File: config.mk
export PLATFORM = sky130hd
export DESIGN_NAME = bin_to_bcd_conversion
export DESIGN_NICKNAME = d
export VERILOG_FILES = /design/src/rtl/calc_pkg.sv /design/src/rtl/bcd_digit_adjust.sv /design/src/rtl/bin_to_bcd_conversion.sv
export SDC_FILE = /design/constraint.sdc
export NUM_CORES = 1
export LEC_CHECK = 0
export ABC_CLOCK_PERIOD_IN_PS = 1800
export CAP_MARGIN = 0
export CORE_MARGIN = 3
export CORE_UTILIZATION = 35
export CTS_CLUSTER_SIZE = 24
export DETAILED_ROUTE_END_ITERATION = 10
export PLACE_DENSITY_LB_ADDON = 0.05
export SLEW_MARGIN = 25
export SYNTH_ARGS = -nofsm -noshare
export SYNTH_HDL_FRONTEND = slang
export SYNTH_SLANG_ARGS = --single-unit
File: constraint.sdc
create_clock -name i_Clk -period 1.8 [get_ports i_Clk]
set_input_delay 0.45 -clock i_Clk [delete_from_list [all_inputs] [get_ports i_Clk]]
set_output_delay 0.45 -clock i_Clk [all_outputs]
set_load 0.01 [all_outputs]
File: src/rtl/calc_pkg.sv
// rtl/calc_pkg.sv - shared calculator types, constants and helper functions
package calc_pkg;

    typedef enum logic [1:0] {
        IDLE    = 2'd0,
        CONVERT = 2'd1,
        DONE    = 2'd2
    } conv_state_t;

    // Display code that binary_to_7segment renders as an unlit digit
    localparam logic [3:0] BCD_BLANK      = 4'hF;
    localparam logic [3:0] ADD3_THRESHOLD = 4'd5;

    // Largest value representable in the given number of decimal digits
    function automatic int bcd_max(input int digits);
        int m;
        m = 1;
        for (int i = 0; i < digits; i++) begin
            m = m * 10;
        end
        return m - 1;
    endfunction

    // Decimal digits needed to hold any unsigned value of the given bit width
    function automatic int bcd_digits_for_width(input int width);
        longint v;
        int     n;
        v = (64'sd1 <<< width) - 64'sd1;
        n = 0;
        do begin
            n = n + 1;
            v = v / 10;
        end while (v > 0);
        return n;
    endfunction

endpackage

File: src/rtl/bcd_digit_adjust.sv
// rtl/bcd_digit_adjust.sv - double-dabble add-3 correction for one BCD digit
module bcd_digit_adjust
    import calc_pkg::*;
(
    input  logic [3:0] digit_in,
    output logic [3:0] digit_out
);

    // Digits of 5 or more would overflow past 9 after the shift, so pre-add 3
    always_comb begin
        digit_out = (digit_in >= ADD3_THRESHOLD) ? digit_in + 4'd3 : digit_in;
    end

endmodule

File: src/rtl/bin_to_bcd_conversion.sv
// rtl/bin_to_bcd_conversion.sv - iterative binary to packed BCD converter, optional BIN_TO_BCD_BLANK_EN leading-zero blanking
module bin_to_bcd_conversion
    import calc_pkg::*;
#(
    parameter int WIDTH  = 9,
    parameter int DIGITS = 3
) (
    input  logic                  i_Clk,
    input  logic                  i_Rst_L,
    input  logic [WIDTH-1:0]      i_Bin,
    input  logic                  i_Start,
    output logic [4*DIGITS-1:0]   o_BCD,
    output logic                  o_DV,
    output logic                  o_Busy,
    output logic                  o_Overflow
);

    localparam logic [31:0] MAX_VAL    = 32'(bcd_max(DIGITS));
    localparam int          NEED_DIGITS = bcd_digits_for_width(WIDTH);
    // Scratch must also cover every exported digit when DIGITS exceeds what WIDTH needs
    localparam int          SCR_DIGITS = (NEED_DIGITS > DIGITS) ? NEED_DIGITS : DIGITS;
    localparam int          SCR_W      = 4 * SCR_DIGITS;
    localparam int          CNT_W      = $clog2(WIDTH + 1);

    conv_state_t                state_q;
    conv_state_t                state_next;
    logic [WIDTH-1:0]           shift_q;
    logic [SCR_W-1:0]           scratch_q;
    logic [CNT_W-1:0]           cnt_q;
    logic                       ovf_q;

    logic [SCR_W-1:0]           adjusted;
    logic [SCR_W+WIDTH-1:0]     shifted;
    logic [SCR_W-1:0]           scratch_next;
    logic [WIDTH-1:0]           shift_next;
    logic [4*DIGITS-1:0]        bcd_fmt;
    logic                       over_max;
    logic                       last_iter;

`ifdef BIN_TO_BCD_BLANK_EN
    logic                       leading;
`endif

    genvar g;
    generate
        for (g = 0; g < SCR_DIGITS; g++) begin : g_adjust
            bcd_digit_adjust u_adjust (
                .digit_in  (scratch_q[4*g +: 4]),
                .digit_out (adjusted[4*g +: 4])
            );
        end
    endgenerate

    // One double-dabble step: corrected scratch and binary shifted left together
    always_comb begin
        shifted      = {adjusted, shift_q} << 1;
        scratch_next = shifted[SCR_W+WIDTH-1:WIDTH];
        shift_next   = shifted[WIDTH-1:0];
        over_max     = (32'(i_Bin) > MAX_VAL);
        last_iter    = (cnt_q == CNT_W'(1));
    end

    // Format the final scratch for display: blank on overflow, optional leading-zero blanking
    always_comb begin
        bcd_fmt = scratch_next[4*DIGITS-1:0];
`ifdef BIN_TO_BCD_BLANK_EN
        leading = 1'b1;
        for (int d = DIGITS - 1; d > 0; d--) begin
            if (leading && (bcd_fmt[4*d +: 4] == 4'd0)) begin
                bcd_fmt[4*d +: 4] = BCD_BLANK;
            end else begin
                leading = 1'b0;
            end
        end
`endif
        if (ovf_q) begin
            bcd_fmt = {DIGITS{BCD_BLANK}};
        end
    end

    // State register
    always_ff @(posedge i_Clk) begin
        if (!i_Rst_L) begin
            state_q <= IDLE;
        end else begin
            state_q <= state_next;
        end
    end

    // Next-state logic; starts while busy are simply not looked at
    always_comb begin
        state_next = state_q;
        case (state_q)
            IDLE:    if (i_Start)   state_next = CONVERT;
            CONVERT: if (last_iter) state_next = DONE;
            DONE:                   state_next = IDLE;
            default:                state_next = IDLE;
        endcase
    end

    // Status outputs decoded from state
    always_comb begin
        o_Busy = (state_q != IDLE);
        o_DV   = (state_q == DONE);
    end

    // Datapath: load on accept, iterate in CONVERT, publish result on the last step
    always_ff @(posedge i_Clk) begin
        if (!i_Rst_L) begin
            shift_q    <= '0;
            scratch_q  <= '0;
            cnt_q      <= '0;
            ovf_q      <= 1'b0;
            o_BCD      <= '0;
            o_Overflow <= 1'b0;
        end else begin
            case (state_q)
                IDLE: begin
                    if (i_Start) begin
                        shift_q   <= i_Bin;
                        scratch_q <= '0;
                        cnt_q     <= CNT_W'(WIDTH);
                        ovf_q     <= over_max;
                    end
                end
                CONVERT: begin
                    shift_q   <= shift_next;
                    scratch_q <= scratch_next;
                    cnt_q     <= cnt_q - CNT_W'(1);
                    if (last_iter) begin
                        o_BCD      <= bcd_fmt;
                        o_Overflow <= ovf_q;
                    end
                end
                default: begin
                end
            endcase
        end
    end

endmodule

# Yosys cells after proc, flatten, opt, wreduce, memory -nomap -nowiden
# Index checks and enable logic that the tools add are counted.
totals:
  input_bits: 12
  wordCells: 35
  regBits: 39
  output_inout_bits: 15
classes:
  order_cmp: 3
  add_sub_neg: 4
  eq_ne: 5
  n_reduce_logical: 6
  n_mux: 12
op_table:
  columns: ["op", "count"]
  rows:
  - ["$pmux 12 s2", 1]
  - ["$pmux 9 s2", 1]
  - ["$ge 4x3->1 const B", 3]
  - ["$mux 12", 1]
  - ["$mux 4", 3]
  - ["$mux 9", 1]
  - ["$add 4x2->4 const B", 2]
  - ["$pmux 4 s2", 1]
  - ["$reduce_and 2->1", 3]
  - ["$eq 4x1->1 const B", 1]
  - ["$mux 2", 2]
  - ["$ne 2x2->1 const B", 2]
  - ["$pmux 2 s2", 1]
  - ["$reduce_bool 2->1", 2]
  - ["$sub 4x1->4 const B", 1]
  - ["$add 3x2->3 const B", 1]
  - ["$mux 3", 1]
  - ["$eq 2x1->1 const B", 1]
  - ["$eq 2x2->1 const B", 1]
  - ["$logic_not 2->1", 1]

# Logic depth before layout (Yosys ltp)
logic_depth:
  ltp_word: 3
  mapped_depth: 6

# By module
# Synthesis repeated with hierarchy kept, for this count alone.
hier_totals:
  hier_cells: 215
  hier_area_um2: 1888.1
by_module_without_submodules:
  columns: ["module", "n_inst", "seq_area_each_um2", "area_each_um2", "cells_each"]
  rows:
  - ["bin_to_bcd_conversion", 1, 780.7, 1584.0, 167]
  - ["bcd_digit_adjust", 3, 0.0, 101.3, 16]

# Least setup slack after synthesis
# No wires, ideal clock.
synth_path:
  kind: "flip-flop to flip-flop"
  from: "register scratch_q[4]"
  to: "register o_BCD[6]"
  stages_incl_launch_ff: 7
  period_less_slack_ns: 1.468
  arrival_ns: 1.393
  slack_ns: 0.332
  setup_ns: 0.075
  path_cell_list: "dfxtp_1 > inv_1 > ha_1 > nand2b_1 > a21oi_1 > mux2_2 > o22ai_1"
synth_between:
  elab_chain_cells: 2
  elab_cells_between_ends: 3
  classes_between: "1 x add/sub; 1 x order compare; 1 x mux"
synth_rtl:
  columns: ["item", "line_no", "rtl"]
  rows:
  - ["start: declaration", "bin_to_bcd_conversion.sv:28", "logic [SCR_W-1:0] scratch_q;"]
  - ["start signal: assignment", "bin_to_bcd_conversion.sv:128", "scratch_q <= scratch_next;"]
  - ["$add 4x2->4 or $ge 4x3->1 (tied branches)", "bcd_digit_adjust.sv:11", "digit_out = (digit_in >= ADD3_THRESHOLD) ? digit_in + 4'd3 : digit_in;"]
  - ["$mux 4 (*)", "bcd_digit_adjust.sv:11", null]
  - ["end signal: assignment", "bin_to_bcd_conversion.sv:131", "o_BCD <= bcd_fmt;"]
  - ["end: declaration", "bin_to_bcd_conversion.sv:12", "output logic [4*DIGITS-1:0] o_BCD,"]
# Every way passes the cells marked *; elsewhere a longest branch is shown, timed or not.
# A chain may end at the register's enable or synchronous reset.

# Worst setup path in the final report
layout_path:
  from: "register scratch_q[1]"
  to: "register o_BCD[2]"
# The elaborated chain is that of the path after synthesis.

==> results by group <==
Outcome
  • Status: finished clean

Yosys
  • Synth Area in Compound Gates: 0.244
  • Post-synth net total: between 200 and 250
  • Number of distinct library cells after synthesis: 33
  • Largest area contributor in the netlist: dfxtp_1
  • Largest family of logic cells by synthesized area: compound AO/OA/AOI/OAI gates
  • Post-Synth XOR/XNOR Area: 0.0149
  • Synth Area in Simple Gates: 0.142
  • Seq/Total Area, Yosys: 0.444
  • Mux cell area share after synthesis: 0.0306
  • Yosys warning total: 0
  • Syn Std Cell Area: 1760 µm²
  • Count of mapped cells out of synthesis: between 200 and 250
  • Avg Cell Area, Syn: 8.71 µm²
  • Post-synth top area share: 0.444
  • Synth top area cells: dfxtp_1 (44%), o21ai_0 (6.5%), a21oi_1 (5.7%)
  • Yosys reg bits: 39
  • Post-synthesis adder-cell area fraction: 0.0569

Floorplanning
  • Area of the die: between 5000 and 6000 µm²
  • Die Y: 76.9 µm
  • Core Box Area: approximately 4800 µm²
  • # rows: 25
  • Initial Utilization: 0.368
  • Die Wd: between 70 and 80 µm
  • Top Ports: 27

Cells and area
  • Share of cells above drive strength 1: 0.130
  • Final #Nets: 258
  • Commonest non-fill, non-tap cells in the layout: dfxtp_1 (38), o21ai_0 (23), nand2_1 (23), clkdlybuf4s50_1 (23), a21oi_1 (20)
  • Area growth, synth to finish: 27.9%
  • Commonest non-fill, non-tap cell in the layout: dfxtp_1
  • # diodes: 0

Global route
  • Total track usage: 0.150
  • Total grt overflow: 0
  • Vias in the first global route: approximately 1.6k
  • First-pass GRT wire length: ~7100 µm
  • Pin count of the biggest net entering global routing: 19
  • Initial antenna violation count: 0

Clock network
  • Clock latency on the worst-skew pair: around 290 ps
  • CTS tree: built
  • Max clock buf depth: 2
  • CTS Buf Count: 5
  • CTS clk-pin slew, worst paths: 80 ps
  • Post-CTS Setup Bufs: 0
  • Htree depth: 2
  • Clock Tree Root: clkbuf_8
  • Clock Sinks: 39
  • CTS Hold Bufs: 0

Timing
  • Final setup fails: 0
  • Worst hold slack: 474 ps
  • Fmax achieved: 603 MHz
  • Setup TNS: 0 ps
  • Share of the clock period used by the worst path: 0.921
  • Final slew viol count: 0
  • Final hold vios: 0
  • RSZ-0062 raised after global routing: false
  • Clock Skews: 9.71 ps
  • Minimum clock period: 1660 ps

Run
  • Max Cap Viol: 0

Setup path
  • Critical path capture point type: register
  • Crit path launch type: register
  • Worst path slowest cell: mux2_2
  • Max stage delay on crit path: between 300 and 400 ps
  • Critical-path maximum fanout: 5
  • Data required, critical path: 2030 ps
  • Setup Crit Path Kind: register to register
  • WP data arrival: 1880 ps
  • Critical-path cell list: inv_1 > ha_1 > nand2b_1 > a21oi_1 > mux2_2 > o22ai_1

Route
  • Met2 wire length: 2120 µm
  • Final WL: a little over 4000 µm
  • Met3 Wirelength: approximately 180 µm
  • M1 WL: 1770 µm
  • Post-route DRC violation count: 0
  • Wire length per cell: around 13 µm
  • Vias: 1561
  • Initial DRC Count: 67
  • Number of vias per cell: 5.10
  • DRT Pass-1 Iters: 4
  • Top Metal Used: met4
  • Antenna-violating nets left: 0

Worst hold path
  • Worst Hold Class: register to register

Place
  • Hpwl dp: 3100 µm
  • Placer congestion estimate: 0.776
  • IO buf count: 25

Pwr
  • VDD IR max: 0.000495 V
  • Pwr/cell area: ~850 nW/µm²
  • Leakage power: 0.887 nW
state kept, by name (all words and copies together), names as in the netlist:
name / cells
scratch_q: 12
cnt_q: 4
o_BCD: 12
state_q: 2
shift_q: 9
final timing paths:
path                                   start         to  slack, ps  cells after the start
worst max-delay path            scratch_q[1]   o_BCD[2]        140                      6
worst min-delay path               o_BCD[10]  o_BCD[10]        470                      2
worst max register to register  scratch_q[1]   o_BCD[2]        140                      6
worst min register to register     o_BCD[10]  o_BCD[10]        470                      2
synth_stat cells:
library cell / n
dfxtp_1: 39
nand2_1: 23
o21ai_0: 23
a21oi_1: 20
o22ai_1: 16
inv_1: 11
nor2_1: 10
ha_1: 8
nor3b_1: 5
a32o_1: 3
and2_1: 3
buf_2: 3
buf_6: 3
mux2_2: 3
nand2b_1: 3
o211a_1: 3
o31ai_1: 3
xnor2_1: 3
buf_4: 2
clkbuf_1: 2
mux2i_1: 2
nand2_2: 2
nor2b_1: 2
a31oi_1: 1
a32oi_1: 1
and3_1: 1
clkinv_1: 1
conb_1: 1
nand3_1: 1
nor2b_2: 1
nor3_1: 1
o21bai_1: 1
o221ai_1: 1
metal layers:
metal	GRT usage	up-vias
met5	0	-
met4	0.0489	0
met3	0.0352	7
met2	0.271	38
met1	0.172	733
li1	-	783
critical path: cells and delay by family (launching register included):
kind	cells	cell delay (ps)
buf+inv	1	120
flops	1	320
mux	1	390
compound gates	2	420
simple gates	1	90
fa+ha+maj	1	260
power breakdown:
group,total [mW],internal (mW),switching [mW]
Combinational,0.253,0.123,0.130
Sequential,0.935,0.906,0.0291
Clock,0.731,0.413,0.319
area by class of cell:
cell class	count	area, µm²
clock buffers	5	68.8
clock inverters	3	43.8
fillers	479	2540
inverters	12	45.0
multi-input cells	141	867
flip-flops and latches	39	785
well taps	67	83.8
repair buffers	39	357
kinds of logic (layout without fill, tap and decap cells):
group           count (synthesis)  count (layout)
other cells                     1               1
flops                          39              39
compound gates                 72              72
simple gates                   52              52
buf+inv                        22              59
xor+xnor                        3               3
fa+ha+maj                       8               8
mux                             5               5
stage by stage:
step	total power [mW]	cell area, µm²	util	worst slack [ps]	std cells
after floorplan	1.10	1760	-	332	202
after global routing	2.03	2250	0.470	7.81	306
after global placement	1.20	2130	0.444	92.8	298
after detailed placement	1.21	2130	0.444	36.4	298
final	1.92	2250	0.470	142	306
after CTS	1.94	2240	0.468	13.6	306
repair_timing:
item,CTS,global route
endpoints found under the setup margin,2,2
gates resized for setup,2,4
endpoints found under the hold margin,0,0
Power figures use the tool's default switching activity.
